$ cat config.mk
export PLATFORM = sky130hd
export DESIGN_NAME = rr_handshake_arbiter
export DESIGN_NICKNAME = d
export VERILOG_FILES = /design/src/rtl/arb_pkg.sv /design/src/rtl/rr_priority_pick.sv /design/src/rtl/rr_handshake_arbiter.sv
export SDC_FILE = /design/constraint.sdc
export NUM_CORES = 1
export LEC_CHECK = 0
export BUFFER_PORTS_ARGS = -buffer_cell sky130_fd_sc_hd__buf_2
export CAP_MARGIN = 20
export CORE_MARGIN = 5
export CORE_UTILIZATION = 45
export DETAILED_ROUTE_END_ITERATION = 7
export PLACE_DENSITY = 0.93
export SKIP_LAST_GASP = 1
export SLEW_MARGIN = 20
export SYNTH_ARGS = -nofsm -noshare
export SYNTH_HDL_FRONTEND = slang
export SYNTH_SLANG_ARGS = --single-unit
$ cat constraint.sdc
create_clock -name clk -period 5.1 [get_ports clk]
set_clock_uncertainty 0.05 [all_clocks]
set_input_delay 0.51 -clock clk [delete_from_list [all_inputs] [get_ports clk]]
set_output_delay 0.51 -clock clk [all_outputs]
set_load 0.005 [all_outputs]
$ cat src/rtl/arb_pkg.sv
// Shared types and helpers for the round-robin handshake arbiters.
package arb_pkg;

    localparam int unsigned MAX_REQ = 16;

    typedef enum logic {
        ARB    = 1'b0,
        LOCKED = 1'b1
    } arb_state_t;

    // Advance a round-robin index, wrapping from n-1 back to 0.
    function automatic int unsigned wrap_inc(input int unsigned idx, input int unsigned n);
        return (idx == n - 1) ? 0 : idx + 1;
    endfunction

endpackage

$ cat src/rtl/rr_priority_pick.sv
// Combinational rotating-priority picker: first set request at or above start, wrapping.
module rr_priority_pick #(
    parameter int unsigned num_req  = 4,
    parameter int unsigned id_width = $clog2(num_req)
) (
    input  logic [num_req-1:0]  req,
    input  logic [id_width-1:0] start,
    output logic                found_c,
    output logic [id_width-1:0] winner_c
);

    int unsigned idx;

    always_comb begin
        found_c  = 1'b0;
        winner_c = '0;
        idx      = 0;
        for (int unsigned off = 0; off < num_req; off++) begin
            idx = 32'(start) + off;
            if (idx >= num_req) begin
                idx = idx - num_req;
            end
            if (!found_c && req[idx]) begin
                found_c  = 1'b1;
                winner_c = id_width'(idx);
            end
        end
    end

endmodule

$ cat src/rtl/rr_handshake_arbiter.sv
// N-to-1 round-robin arbiter onto one REQ/ACK channel with a registered output
// stage and optional per-beat grant locking for multi-beat packets.
module rr_handshake_arbiter
    import arb_pkg::*;
#(
    parameter int unsigned  bit_width = 32,
    parameter int unsigned  num_req   = 4,
    localparam int unsigned id_width  = $clog2(num_req)
) (
    input  logic                          clk,
    input  logic                          rst,
    output logic [num_req-1:0]            dInREQ,
    input  logic [num_req-1:0]            dInACK,
    input  logic [num_req-1:0]            dInLOCK,
    input  logic [num_req*bit_width-1:0]  dIN,
    output logic                          dOutACK,
    input  logic                          dOutREQ,
    output logic [bit_width-1:0]          dOUT,
    output logic [id_width-1:0]           dOutID,
    output logic                          locked
);

    if (num_req < 2 || num_req > MAX_REQ) begin : g_bad_num_req
        $error("rr_handshake_arbiter: num_req out of range");
    end

    arb_state_t            state_q, state_d;
    logic [id_width-1:0]   ptr_q, ptr_d;
    logic [id_width-1:0]   owner_q, owner_d;
    logic [bit_width-1:0]  dout_q, dout_d;
    logic [id_width-1:0]   dout_id_q, dout_id_d;
    logic                  dout_ack_q, dout_ack_d;

    logic                  accept_c;
    logic                  fire_c;
    logic [num_req-1:0]    cand_c;
    logic [id_width-1:0]   start_c;
    logic                  found_c;
    logic [id_width-1:0]   winner_c;
    logic [bit_width-1:0]  beat_c;
    logic                  lock_c;

    // While locked only the owner may compete, so the picker sees a one-hot mask.
    always_comb begin
        cand_c  = dInACK;
        start_c = ptr_q;
        if (state_q == LOCKED) begin
            cand_c          = '0;
            cand_c[owner_q] = dInACK[owner_q];
            start_c         = owner_q;
        end
    end

    rr_priority_pick #(
        .num_req  (num_req),
        .id_width (id_width)
    ) u_pick (
        .req      (cand_c),
        .start    (start_c),
        .found_c  (found_c),
        .winner_c (winner_c)
    );

    always_comb begin
        beat_c = '0;
        lock_c = 1'b0;
        for (int unsigned i = 0; i < num_req; i++) begin
            if (winner_c == id_width'(i)) begin
                beat_c = dIN[i*bit_width +: bit_width];
                lock_c = dInLOCK[i];
            end
        end
    end

    // Grant and next-state; the stage refills in the same cycle it drains.
    always_comb begin
        accept_c   = !dout_ack_q || dOutREQ;
        fire_c     = 1'b0;
        dInREQ     = '0;
        state_d    = state_q;
        ptr_d      = ptr_q;
        owner_d    = owner_q;
        dout_d     = dout_q;
        dout_id_d  = dout_id_q;
        dout_ack_d = dout_ack_q;

        if (!rst && accept_c && found_c) begin
            fire_c           = 1'b1;
            dInREQ[winner_c] = 1'b1;
        end

        if (fire_c) begin
            dout_d     = beat_c;
            dout_id_d  = winner_c;
            dout_ack_d = 1'b1;
            ptr_d      = id_width'(wrap_inc(32'(winner_c), num_req));
            if (lock_c) begin
                state_d = LOCKED;
                owner_d = winner_c;
            end else begin
                state_d = ARB;
            end
        end else if (dout_ack_q && dOutREQ) begin
            dout_ack_d = 1'b0;
        end
    end

    always_ff @(posedge clk or posedge rst) begin
        if (rst) begin
            state_q    <= ARB;
            ptr_q      <= '0;
            owner_q    <= '0;
            dout_q     <= '0;
            dout_id_q  <= '0;
            dout_ack_q <= 1'b0;
        end else begin
            state_q    <= state_d;
            ptr_q      <= ptr_d;
            owner_q    <= owner_d;
            dout_q     <= dout_d;
            dout_id_q  <= dout_id_d;
            dout_ack_q <= dout_ack_d;
        end
    end

    assign dOutACK = dout_ack_q;
    assign dOUT    = dout_q;
    assign dOutID  = dout_id_q;
    assign locked  = (state_q == LOCKED);

endmodule

==> impl_metrics.json <==
{
  "post_cts_buffers": 0,
  "grt_busiest_layer": "met2",
  "synth_top_flop_cell": "dfrtp_1",
  "row_count": 27,
  "cts_inserted_buffers": 5,
  "avgViaCountPerCell": 5.56,
  "end_kind": "output port",
  "grt_util_met3": 0.0451,
  "design_area_mm2": 0.00360,
  "grt_max_degree": 68,
  "clock_latency_ns": 0.29,
  "synth_warnings": 0,
  "critPathMaxStageDelay_ns": 1.00,
  "placed_cell_area_mm2": 0.00351,
  "ys_ff_latch": 40,
  "critPathKind": "reg -> out",
  "fmax_ghz": 0.271,
  "hold_viol": 0,
  "critPathTopFamily": "adder cells",
  "grt_use_total": 0.224,
  "yosys.cell_types.count": 31,
  "hold_class": "in -> async",
  "drive_above_1_share": 0.414,
  "synth_nets": 463,
  "drt-pass1-iter-count": 4,
  "netlist_instances": 320,
  "cts_max_path_buffers": 2,
  "arrival_ns": 3.13,
  "gr-usage-met2": 0.404,
  "final_common_cell": "buf_2",
  "cap_violations": 0,
  "dr.first_iter.drc_count": 158,
  "relSlewSlack": 0.292,
  "synthToLayoutAreaGrowth_pct": 37.9,
  "crit_path_top_delay_cell": "ha_2",
  "worstPathMaxFanout": 67,
  "async_flop_share": 1.00,
  "layout.cells.non_filler": 553,
  "ios": 179,
  "crit_path_cell_trace": "nand2b_1 > a21boi_0 > o21ai_0 > a31oi_1 > ha_2 > and2_1 > buf_2",
  "use_met1": 0.254,
  "antenna_left": 0,
  "cp.required_ns": 4.54,
  "wire_per_inst_um": 15.6,
  "mostFrequentLayoutCells": "buf_2 (178), a21oi_1 (66), dfrtp_1 (40)",
  "min_period_ns": 3.69,
  "grt_pass1_vias": 2995,
  "crit_buf_inv": 1,
  "initial_core_util": 0.468,
  "gp_congestion": 0.968,
  "tns_ns": 0,
  "leakage_nw": 1.71,
  "vias": 3073,
  "synth_area_mm2": 0.00261,
  "avgSynthCellArea_um2": 8.16,
  "peakVddDrop_uv": 254,
  "synth_edf_count": 0,
  "holdWs_ns": 0.0129,
  "cts.reportedPaths.clkPinSlew_ns": 0.07,
  "diodes": 0,
  "portBuffers": 178,
  "cts-root-buf": "clkbuf_8",
  "grt_first_pass_wirelength_mm": 13.5,
  "place_inst": 545,
  "die_h_um": 86.2,
  "p_per_area_mw_per_mm2": 618,
  "synth-seq-area-share": 0.384,
  "tightest_slew_ns": 1.06,
  "die_area_mm2": 0.00742,
  "fin_nets": 623,
  "ctsHoldBuffers": 0,
  "dieWidth_um": 86.2,
  "core_area_mm2": 0.00557,
  "grt_antenna_before_repair": 0,
  "drc": 0,
  "rsz0062_at_grt": "false",
  "final_max_slew_viol_count": 0,
  "setup_viol_count_final": 0,
  "drt-total-wl_mm": 8.64,
  "cts_tree": "done",
  "clock_sinks": 40,
  "finalCritPeriodShare": 0.723,
  "status": "completed",
  "critPathLaunchType": "flop",
  "place_hpwl_mm": 6.47,
  "overflow": 0,
  "p_total_mw": 2.22,
  "cts.repair.resized": 0,
  "ctsHtreeMaxLevel": 2
}
## layer usage
metal | wire length [µm] | vias up
li1 | - | 1486
met1 | 3290 | 1433
met2 | 4440 | 138
met3 | 746 | 16
met4 | 171 | 0
met5 | 0 | -
## cell usage after synthesis (3+ instances only)
| library cell | count | share of area |
|---|---|---|
| o21ai_0 | 6 | 0.012 |
| mux2_4 | 3 | 0.017 |
| and2_1 | 5 | 0.012 |
| dfrtp_1 | 40 | 0.38 |
| inv_1 | 5 | 0.0072 |
| buf_2 | 9 | 0.017 |
| nor3_1 | 32 | 0.061 |
| a221oi_1 | 31 | 0.10 |
| clkbuf_1 | 20 | 0.029 |
| ha_1 | 4 | 0.019 |
| a21oi_1 | 66 | 0.13 |
| nor2_1 | 35 | 0.050 |
| nor2b_1 | 34 | 0.081 |
| nand2b_1 | 3 | 0.0072 |
| nand2_1 | 6 | 0.0086 |
## metrics by stage
step	setup slack [ns]	utilization
2_1_floorplan	2.31	-
3_5_place_dp	1.53	0.630
5_1_grt	1.13	0.646
3_3_place_gp	1.73	0.630
6_report	1.41	0.646
4_1_cts	1.42	0.646
## power breakdown
part | internal, mW | switching, mW | total (mW)
Combinational | 0.644 | 0.778 | 1.42
Sequential | 0.478 | 0.106 | 0.584
Clock | 0.110 | 0.108 | 0.218
## flip-flops by register name (all words and copies together), names as in the netlist
| signal | flops |
|---|---|
| dOutID | 2 |
| owner_q | 2 |
| dOutACK | 1 |
| dOUT | 32 |
| locked | 1 |
| ptr_q | 2 |
## area by class of cell
class                           count  area [µm²]
Timing Repair Buffer              183         928
Fill cell                         498        1970
Inverter                            5        18.8
Sequential cell                    40        1000
Tap cell                           72        90.1
Multi-Input combinational cell    245        1470
Clock buffer                        8        90.1
## worst paths after layout
kind | start | endpoint | slack (ns) | cells after the start
max | owner_q[0]$_DFFE_PP0P_ | dInREQ[2] | 1.41 | 7
min | rst | dOutACK$_DFFE_PP0P_ | 0.01 | 2
max reg2reg | owner_q[0]$_DFFE_PP0P_ | dOUT[4]$_DFFE_PP0P_ | 1.55 | 12
min reg2reg | dOutID[1]$_DFFE_PP0P_ | dOutID[1]$_DFFE_PP0P_ | 0.47 | 1
max in group asynchronous | rst | dOUT[21]$_DFFE_PP0P_ | 4.34 | 3
min in group clk | rst | dOutACK$_DFFE_PP0P_ | 0.39 | 2
## logic make-up after synthesis
| kind of cell | count (synthesis) | synth area share |
|---|---|---|
| AO/OA/AOI/OAI | 115 | 0.278 |
| adder cells (fa/ha/maj) | 4 | 0.0192 |
| buffers and inverters | 35 | 0.0561 |
| flip-flops | 40 | 0.384 |
| multiplexers | 6 | 0.0297 |
| AND/OR/NAND/NOR | 120 | 0.234 |
No activity file was read; power rests on OpenSTA's default activity.
